===== config.mk =====
export PLATFORM = sky130hd
export DESIGN_NAME = fifo_row_unpacker
export DESIGN_NICKNAME = d
export VERILOG_FILES = /design/src/rtl/fifo_pkg.sv /design/src/rtl/row_skid_buf.sv /design/src/rtl/fifo_row_unpacker.sv
export SDC_FILE = /design/constraint.sdc
export NUM_CORES = 1
export LEC_CHECK = 0
export CAP_MARGIN = 20
export CORE_MARGIN = 3
export CORE_UTILIZATION = 55
export DETAILED_ROUTE_END_ITERATION = 10
export PLACE_DENSITY = 0.82
export SLEW_MARGIN = 40
export SYNTH_ARGS = -nofsm -noshare
export SYNTH_HDL_FRONTEND = slang
export SYNTH_SLANG_ARGS = --single-unit
export TNS_END_PERCENT = 20

===== constraint.sdc =====
create_clock -name clk -period 6.4 [get_ports clk]
set_clock_uncertainty 0.1 [all_clocks]
set_input_delay 0.96 -clock clk [delete_from_list [all_inputs] [get_ports clk]]
set_output_delay 0.96 -clock clk [all_outputs]
set_load 0.02 [all_outputs]

===== src/rtl/fifo_pkg.sv =====
// Shared types and constants for the nibble-packing flush FIFO and its drain stage.
package fifo_pkg;

    localparam int ROW_W        = 32;
    localparam int NIB_W        = 4;
    localparam int NIBS_PER_ROW = 8;
    localparam int COL_W        = $clog2(NIBS_PER_ROW);
    localparam logic [NIB_W-1:0] PAD_NIB = 4'hC;

    typedef struct packed {
        logic [ROW_W-1:0] data;
        logic             last;
    } row_entry_t;

    typedef enum logic {
        IDLE  = 1'b0,
        FLUSH = 1'b1
    } flush_state_e;

endpackage


===== src/rtl/row_skid_buf.sv =====
// Two-entry row buffer with 1-bit head/tail pointers and an occupancy count.
module row_skid_buf
    import fifo_pkg::*;
(
    input  logic       clk,
    input  logic       reset,
    input  logic       push,
    input  row_entry_t push_entry,
    input  logic       pop,
    output row_entry_t head_entry,
    output logic [1:0] occ
);

    row_entry_t mem [2];
    logic       head_q;
    logic       tail_q;
    logic [1:0] occ_q;
    logic [1:0] occ_d;

    // The caller never pushes when full or pops when empty.
    always_comb begin
        occ_d = occ_q;
        case ({push, pop})
            2'b10:   occ_d = occ_q + 2'd1;
            2'b01:   occ_d = occ_q - 2'd1;
            default: occ_d = occ_q;
        endcase
    end

    always_ff @(posedge clk or posedge reset) begin
        if (reset) begin
            head_q <= 1'b0;
            tail_q <= 1'b0;
            occ_q  <= 2'd0;
        end else begin
            if (push) tail_q <= ~tail_q;
            if (pop)  head_q <= ~head_q;
            occ_q <= occ_d;
        end
    end

    // Row storage is deliberately left out of reset.
    always_ff @(posedge clk) begin
        if (push) mem[tail_q] <= push_entry;
    end

    assign head_entry = mem[head_q];
    assign occ        = occ_q;

endmodule


===== src/rtl/fifo_row_unpacker.sv =====
// Drains 32-bit rows from the packing FIFO and serializes them as 4-bit nibbles,
// column 0 first; also runs the FIFO flush handshake.
module fifo_row_unpacker
    import fifo_pkg::*;
#(
    parameter int FLUSH_CNT_W = 8
) (
    input  logic                   clk,
    input  logic                   reset,
    input  logic                   fifo_data_avail_i,
    input  logic [ROW_W-1:0]       fifo_rd_data_i,
    output logic                   fifo_rd_valid_o,
    input  logic                   fifo_flush_done_i,
    output logic                   fifo_flush_o,
    input  logic                   flush_req_i,
    output logic                   flush_busy_o,
    output logic [FLUSH_CNT_W-1:0] flush_cnt_o,
    output logic                   out_valid_o,
    input  logic                   out_ready_i,
    output logic [NIB_W-1:0]       out_nibble_o,
    output logic                   out_last_o
);

    // Handshake: a nibble transfers on a rising clk edge where out_valid_o and
    // out_ready_i are both high; while valid is high and ready low, nibble/last hold.
    row_entry_t       head_entry;
    row_entry_t       push_entry;
    logic [1:0]       occ;
    logic [COL_W-1:0] col_q;
    logic             fire;
    logic             retire;
    logic             flush_done_pop;

    flush_state_e           state_q;
    flush_state_e           state_d;
    logic                   cnt_inc;
    logic [FLUSH_CNT_W-1:0] flush_cnt_q;

    assign fifo_rd_valid_o = fifo_data_avail_i & (occ != 2'd2);
    assign push_entry      = '{data: fifo_rd_data_i, last: fifo_flush_done_i};

    row_skid_buf u_buf (
        .clk        (clk),
        .reset      (reset),
        .push       (fifo_rd_valid_o),
        .push_entry (push_entry),
        .pop        (retire),
        .head_entry (head_entry),
        .occ        (occ)
    );

    assign out_valid_o  = (occ != 2'd0);
    assign fire         = out_valid_o & out_ready_i;
    assign retire       = fire & (col_q == COL_W'(NIBS_PER_ROW - 1));
    assign out_nibble_o = out_valid_o ? head_entry.data[NIB_W*col_q +: NIB_W] : '0;
    assign out_last_o   = out_valid_o & head_entry.last & (col_q == COL_W'(NIBS_PER_ROW - 1));

    // Column wraps 7 -> 0 naturally as the head row retires.
    always_ff @(posedge clk or posedge reset) begin
        if (reset) begin
            col_q <= '0;
        end else if (fire) begin
            col_q <= col_q + 1'b1;
        end
    end

    // Done only means something in a cycle where the flushed row is actually popped.
    assign flush_done_pop = fifo_flush_done_i & fifo_rd_valid_o;

    always_comb begin
        state_d = state_q;
        cnt_inc = 1'b0;
        case (state_q)
            IDLE:    if (flush_req_i) state_d = FLUSH;
            FLUSH: begin
                if (flush_done_pop) begin
                    state_d = IDLE;
                    cnt_inc = 1'b1;
                end
            end
            default: state_d = IDLE;
        endcase
    end

    always_ff @(posedge clk or posedge reset) begin
        if (reset) begin
            state_q     <= IDLE;
            flush_cnt_q <= '0;
        end else begin
            state_q <= state_d;
            if (cnt_inc) flush_cnt_q <= flush_cnt_q + 1'b1;
        end
    end

    assign fifo_flush_o = (state_q == FLUSH);
    assign flush_busy_o = (state_q == FLUSH);
    assign flush_cnt_o  = flush_cnt_q;

endmodule


==> results.yml, run 1 <==
flow_run:
  drv_cap: 0
global_route:
  grt_pass1_wl_mm: 9.94
  overflow: 0
  grt_max_degree: 34
  grt_pass1_vias: 1993
  antenna_found_initial: 0
  track_usage_pct: 18.6
worst_hold_path:
  hold_path.class: "register to register"
layout:
  nets: 297
  drive_above_1_share_pct: 13.5
  fillers: 373
  area_growth_pct: 24.1
  antenna_cells: 0
floorplan:
  dieWidth_um: 84.0
  start_util_pct: 58.9
  fp.dieArea_um2: 7050
  core_um2: 5680
  rows: 27
  die_h_um: 84.0
  io_pins: 55
timing:
  setup-violations-final: 0
  max_clock_freq_ghz: 0.250
  tns_ps: 0
  drv_slew: 0
  rsz0062_at_grt: "false"
  finalHoldViolations: 0
  relSlewSlack_pct: 56.6
  finalCritPeriodShare_pct: 62.6
  period_minus_slack_ps: 4000
  fin_ws_ps: 2400
  worst_pin_slew_ps: 644
yosys:
  syn_nets: 237
  synth_edf_count: 66
  synth_compound_area_share_pct: 5.54
  ys_seq_area_share_pct: 71.3
  synth_top_family_by_area: "multiplexers"
  synth_area_leader_cell: "edfxtp_1"
  ys_async_sr_fraction_pct: 19.5
  synthXorXnorAreaFrac_pct: 3.41
  yosys_warnings: 0
  synthCells: 195
  yosys.area_share.simple_pct: 4.04
  synthMuxAreaShare_pct: 11.7
  synth_seq_cells: 82
  syn_area_um2: 3340
  yosys.area.top_type_share_pct: 59.3
  syn_area_per_cell_um2: 17.1
  ys_types: 36
  yosys-top-cells-area: "edfxtp_1 59%, dfrtp_1 12%, mux2i_1 6.3%"
  synthAdderAreaFrac_pct: 1.50
  synth_flop_cell: "edfxtp_1"
routing:
  postRouteAntennaNets: 0
  first_pass_iters: 4
  wl_per_cell_um: 18.1
  vias_per_cell: 5.53
  initialDrtViolationCount: 106
  drc: 0
  drt_wl_total_mm: 5.99
  vias: 1835
worst_setup_path:
  crit_path_end_kind: "output pin"
  r2r_slack_ps: 4360
  critPathKind: "register to output pin"
  critPathLaunchType: "register"
  path_max_fanout: 18
  cp.arrival_ps: 2940
  required_ps: 5340
placement:
  place_congestion: 0.744
  io_buffers: 54
  dpl.hpwl_mm: 3.95
  place_ws_ps: 2790
clock_tree:
  numClockSinks: 82
  cts_root_buffer: "clkbuf_8"
  cts_resized: 0
  cts_tree: "done"
  htreeDepth: 3
  ctsHoldBuffers: 0
  clockBufferDepth: 2
  cts_setup_buffers: 0
  clk_latency_ps: 340
  numCtsBuffers: 9
  clkTransAtPathRegs_ps: 80
pwr:
  power_leakage_nw: 1.53
  power_mw: 1.89
  power_density_nw_per_um2: 456
  ir_worst_vdd_mv: 0.323
outcome:
  status: "complete, no violations"
[cells in the final DEF (no fill, tap or decap), drive strengths merged, types with 4 or more instances in the layout]
| master | synthesis | routed |
|---|---|---|
| nand2 | 10 | 10 |
| o211ai | 5 | 5 |
| nor2 | 5 | 5 |
| mux2i | 21 | 21 |
| inv | 5 | 5 |
| ha | 4 | 4 |
| xnor2 | 8 | 8 |
| xor2 | 5 | 5 |
| mux2 | 4 | 4 |
| edfxtp | 66 | 66 |
| a21oi | 4 | 4 |
| clkinv | 0 | 5 |
| a22oi | 6 | 6 |
| clkdlybuf4s50 | 0 | 54 |
| dfrtp | 16 | 16 |
| clkbuf | 1 | 9 |
| mux4 | 6 | 6 |
| o21ai | 6 | 6 |
[area by class of cell]
| class | instances | area [µm²] | share of cell area [%] |
|---|---|---|---|
| Sequential cell | 82 | 2380 | 57.4 |
| Multi-Input combinational cell | 100 | 877 | 21.1 |
| Timing Repair Buffer | 57 | 563 | 13.6 |
| Clock buffer | 9 | 124 | 2.99 |
| Clock inverter | 7 | 93.8 | 2.26 |
| Tap cell | 72 | 90.1 | 2.17 |
| Inverter | 5 | 18.8 | 0.452 |
[layer usage]
| layer | track usage, % | wire length (µm) | vias up |
|---|---|---|---|
| met5 | 0 | 0 | - |
| met4 | 8.92 | 123 | 0 |
| met3 | 4.15 | 299 | 12 |
| met2 | 30.4 | 3020 | 61 |
| met1 | 23.6 | 2550 | 897 |
| li1 | - | - | 865 |
[Yosys cell counts (3+ instances only)]
cell and instances:
a21oi_1 4, a22oi_1 6, dfrtp_1 16, edfxtp_1 66, ha_1 4, inv_1 4, mux2_2 4, mux2i_1 21
mux4_2 6, nand2_1 10, nor2_1 5, o211ai_2 3, o21ai_1 5, xnor2_1 8, xor2_1 5
[path summary, 6_finish.rpt]
check / from / to / cells past startpoint
setup / recovery: u_buf.head_q / out_nibble_o[0] / 5
hold / removal: flush_cnt_o[7] / flush_cnt_o[7] / 1
setup reg to reg: col_q[1] / u_buf.occ[1] / 6
hold reg to reg: flush_cnt_o[7] / flush_cnt_o[7] / 1
max in group asynchronous: reset / flush_cnt_o[6] / 2
min in group asynchronous: reset / u_buf.tail_q / 2
[state kept, by name, indices dropped and copies added, names as in the netlist]
| name | count |
|---|---|
| u_buf.head_q | 1 |
| col_q | 3 |
| u_buf.occ | 2 |
| u_buf.tail_q | 1 |
| flush_cnt_o | 8 |
| u_buf.mem | 66 |
| fifo_flush_o | 1 |
[logic make-up (layout without fill, tap and decap cells)]
family,count (synthesis),in the layout
multiplexers,31,31
AO/OA/AOI/OAI,24,24
buffers and inverters,13,78
flip-flops,82,82
adder cells (fa/ha/maj),4,4
XOR/XNOR,13,13
AND/OR/NAND/NOR,28,28
[where the power goes]
part           switching, mW  internal [mW]  total, mW
sequential             0.106          0.729      0.835
combinational          0.347          0.310      0.658
clock                  0.182          0.219      0.401
total                  0.635           1.26       1.89
[critical path, cell delays in order, from the launching register on]
cell             delay, ps
dfrtp_1                720
buf_4                  420
mux4_2                 540
o211ai_1               210
o21ai_1                130
clkdlybuf4s50_1        580
[metrics by stage]
| stage | area (µm²) | std cells | utilization, % | hold WS [ps] |
|---|---|---|---|---|
| 6_report | 4150 | 332 | 73.1 | 380 |
| 5_1_grt | 4150 | 332 | 73.1 | 401 |
| 4_1_cts | 4150 | 332 | 73.1 | 379 |
| 3_5_place_dp | 3930 | 316 | 69.3 | 365 |
| 3_3_place_gp | 3930 | 316 | 69.3 | 358 |
| 2_1_floorplan | 3340 | 195 | - | 360 |
Power figures use the tool's default switching activity.
==> inputs of run 2 (changes only) <==
--- a/config.mk
+++ b/config.mk
@@ -7,9 +7,9 @@
 export LEC_CHECK = 0
 export CAP_MARGIN = 20
 export CORE_MARGIN = 3
-export CORE_UTILIZATION = 55
+export CORE_UTILIZATION = 47
 export DETAILED_ROUTE_END_ITERATION = 10
-export PLACE_DENSITY = 0.82
+export PLACE_DENSITY = 0.75
 export SLEW_MARGIN = 40
 export SYNTH_ARGS = -nofsm -noshare
 export SYNTH_HDL_FRONTEND = slang
==> constraint.sdc (replaced) <==
create_clock -name clk -period 3.6 [get_ports clk]
set_clock_uncertainty 0.1 [all_clocks]
set_input_delay 0.54 -clock clk [delete_from_list [all_inputs] [get_ports clk]]
set_output_delay 0.54 -clock clk [all_outputs]
set_load 0.02 [all_outputs]
==> run 2 against run 1 <==
Against the previous run: first-iteration DRC count grew 7.5%; clock-buffer cell count up 1; critical path type unchanged; largest cell class unchanged; non-clock buffer count rose by 1; final cell count is 6.9% higher.
==> results.yml, run 2 (same netlist as run 1, synthesis figures left out) <==
layout:
  layout_commonest_cell: "edfxtp_1"
  nets: 298
  final_cell_mix: "66 x edfxtp_1, 54 x clkdlybuf4s50_1, 21 x mux2i_1, 16 x dfrtp_1, 10 x nand2_1"
  fillers: 528
  largest_register: "u_buf.mem"
  multi_input_area_um2: 877
  area_growth_pct: 24.6
  regArea_um2: 2380
  largest_register_ffs: 66
  antenna_cells: 0
  drive_above_1_share_pct: 13.1
placement:
  io_buffers: 54
  place_congestion: 0.716
  dpl.hpwl_mm: 4.21
timing:
  drv_slew: 0
  finalHoldViolations: 0
  max_clock_freq_ghz: 0.329
  tns_ps: 0
  relSlewSlack_pct: 58.6
  finalCritPeriodShare_pct: 84.4
  worst_pin_slew_ps: 620
  setup-violations-final: 0
  rsz0062_at_grt: "false"
  period_minus_slack_ps: 3040
clock_tree:
  cts_root_buffer: "clkbuf_8"
  htreeDepth: 3
  cts_setup_buffers: 0
  ctsHoldBuffers: 0
  numClockSinks: 82
  clkTransAtPathRegs_ps: 80
  cts_tree: "done"
  cts_resized: 0
  numCtsBuffers: 9
  clk_latency_ps: 340
  clockBufferDepth: 2
routing:
  drc: 0
  initialDrtViolationCount: 114
  drt_wl_total_mm: 6.10
  vias: 1806
  first_pass_iters: 4
  vias_per_cell: 5.09
  postRouteAntennaNets: 0
  wl_per_cell_um: 17.2
floorplan:
  dieWidth_um: 90.3
  start_util_pct: 48.9
  core_um2: 6830
  die_h_um: 90.3
  rows: 30
  fp.dieArea_um2: 8160
  io_pins: 55
pwr:
  intPower_mw: 2.24
  swShare_pct: 33.2
  power_mw: 3.35
  ir_worst_vdd_mv: 0.493
  power_leakage_nw: 1.53
  switching_power_mw: 1.11
  power_frac_comb_pct: 36.2
  clockPowerShare_pct: 20.3
  power_density_nw_per_um2: 804
  p_seq_share_pct: 43.6
global_route:
  grt_pass1_wl_mm: 9.80
  grt_pass1_vias: 1914
  antenna_found_initial: 0
  grt_max_degree: 34
  overflow: 0
  track_usage_pct: 15.7
worst_setup_path:
  critPathLaunchType: "register"
  path_buf_inv: 1
  critPathTopFamily: "buffers and inverters"
  crit_path_end_kind: "output pin"
  required_ps: 2960
  path_max_fanout: 12
  cp_slowest_cell: "clkdlybuf4s50_1"
  slowest_delay_ps: 650
  path_cells: "and2_1 > a22oi_1 > nand2_1 > o21ai_1 > clkdlybuf4s50_1"
  cp.arrival_ps: 2400
  critPathKind: "register to output pin"
flow_run:
  drv_cap: 0
worst_hold_path:
  hold_path.class: "register to register"
outcome:
  status: "complete, no violations"
## run 2: worst paths after layout
path / startpoint / to / slack [ps] / cells after the start
setup / recovery: col_q[1] / out_nibble_o[3] / 560 / 5
max in group asynchronous: reset / u_buf.occ[1] / 2530 / 2
setup reg to reg: col_q[0] / u_buf.occ[1] / 1560 / 6
hold / removal: flush_cnt_o[7] / flush_cnt_o[7] / 370 / 1
min in group asynchronous: reset / col_q[1] / 470 / 2
hold reg to reg: flush_cnt_o[7] / flush_cnt_o[7] / 370 / 1
## run 2: power groups by stage
stage	clock, mW	combinational [mW]	sequential (mW)
after CTS	0.694	1.23	1.46
after global placement	0	1.19	1.47
after detailed placement	0	1.22	1.48
after floorplan	0	0.844	1.43
after global routing	0.733	1.31	1.49
final	0.679	1.21	1.46
## run 2: cell type report
class	instances	share of cell area [%]
flip-flops and latches	82	57.2
multi-input cells	100	21.1
repair buffers	58	13.7
clock buffers	10	3.06
well taps	96	2.88
clock inverters	4	1.65
inverters	5	0.451
## run 2: through the flow
stage / hold WS [ps] / cell area, µm² / utilization [%] / worst slack [ps] / instances
after floorplan: 354 / 3340 / - / 1010 / 195
after global routing: 399 / 4170 / 61.0 / 416 / 355
after detailed placement: 363 / 3970 / 58.1 / 943 / 341
final: 365 / 4170 / 61.0 / 562 / 355
after global placement: 356 / 3970 / 58.1 / 965 / 341
after CTS: 374 / 4170 / 61.0 / 536 / 355
## run 2: per-layer routing
| metal | up-vias | wire length, µm | global-route usage, % |
|---|---|---|---|
| li1 | 860 | - | - |
| met1 | 885 | 2740 | 20.7 |
| met4 | 0 | 78 | 6.51 |
| met3 | 7 | 279 | 3.92 |
| met2 | 54 | 3000 | 25.2 |
| met5 | - | 0 | 0 |
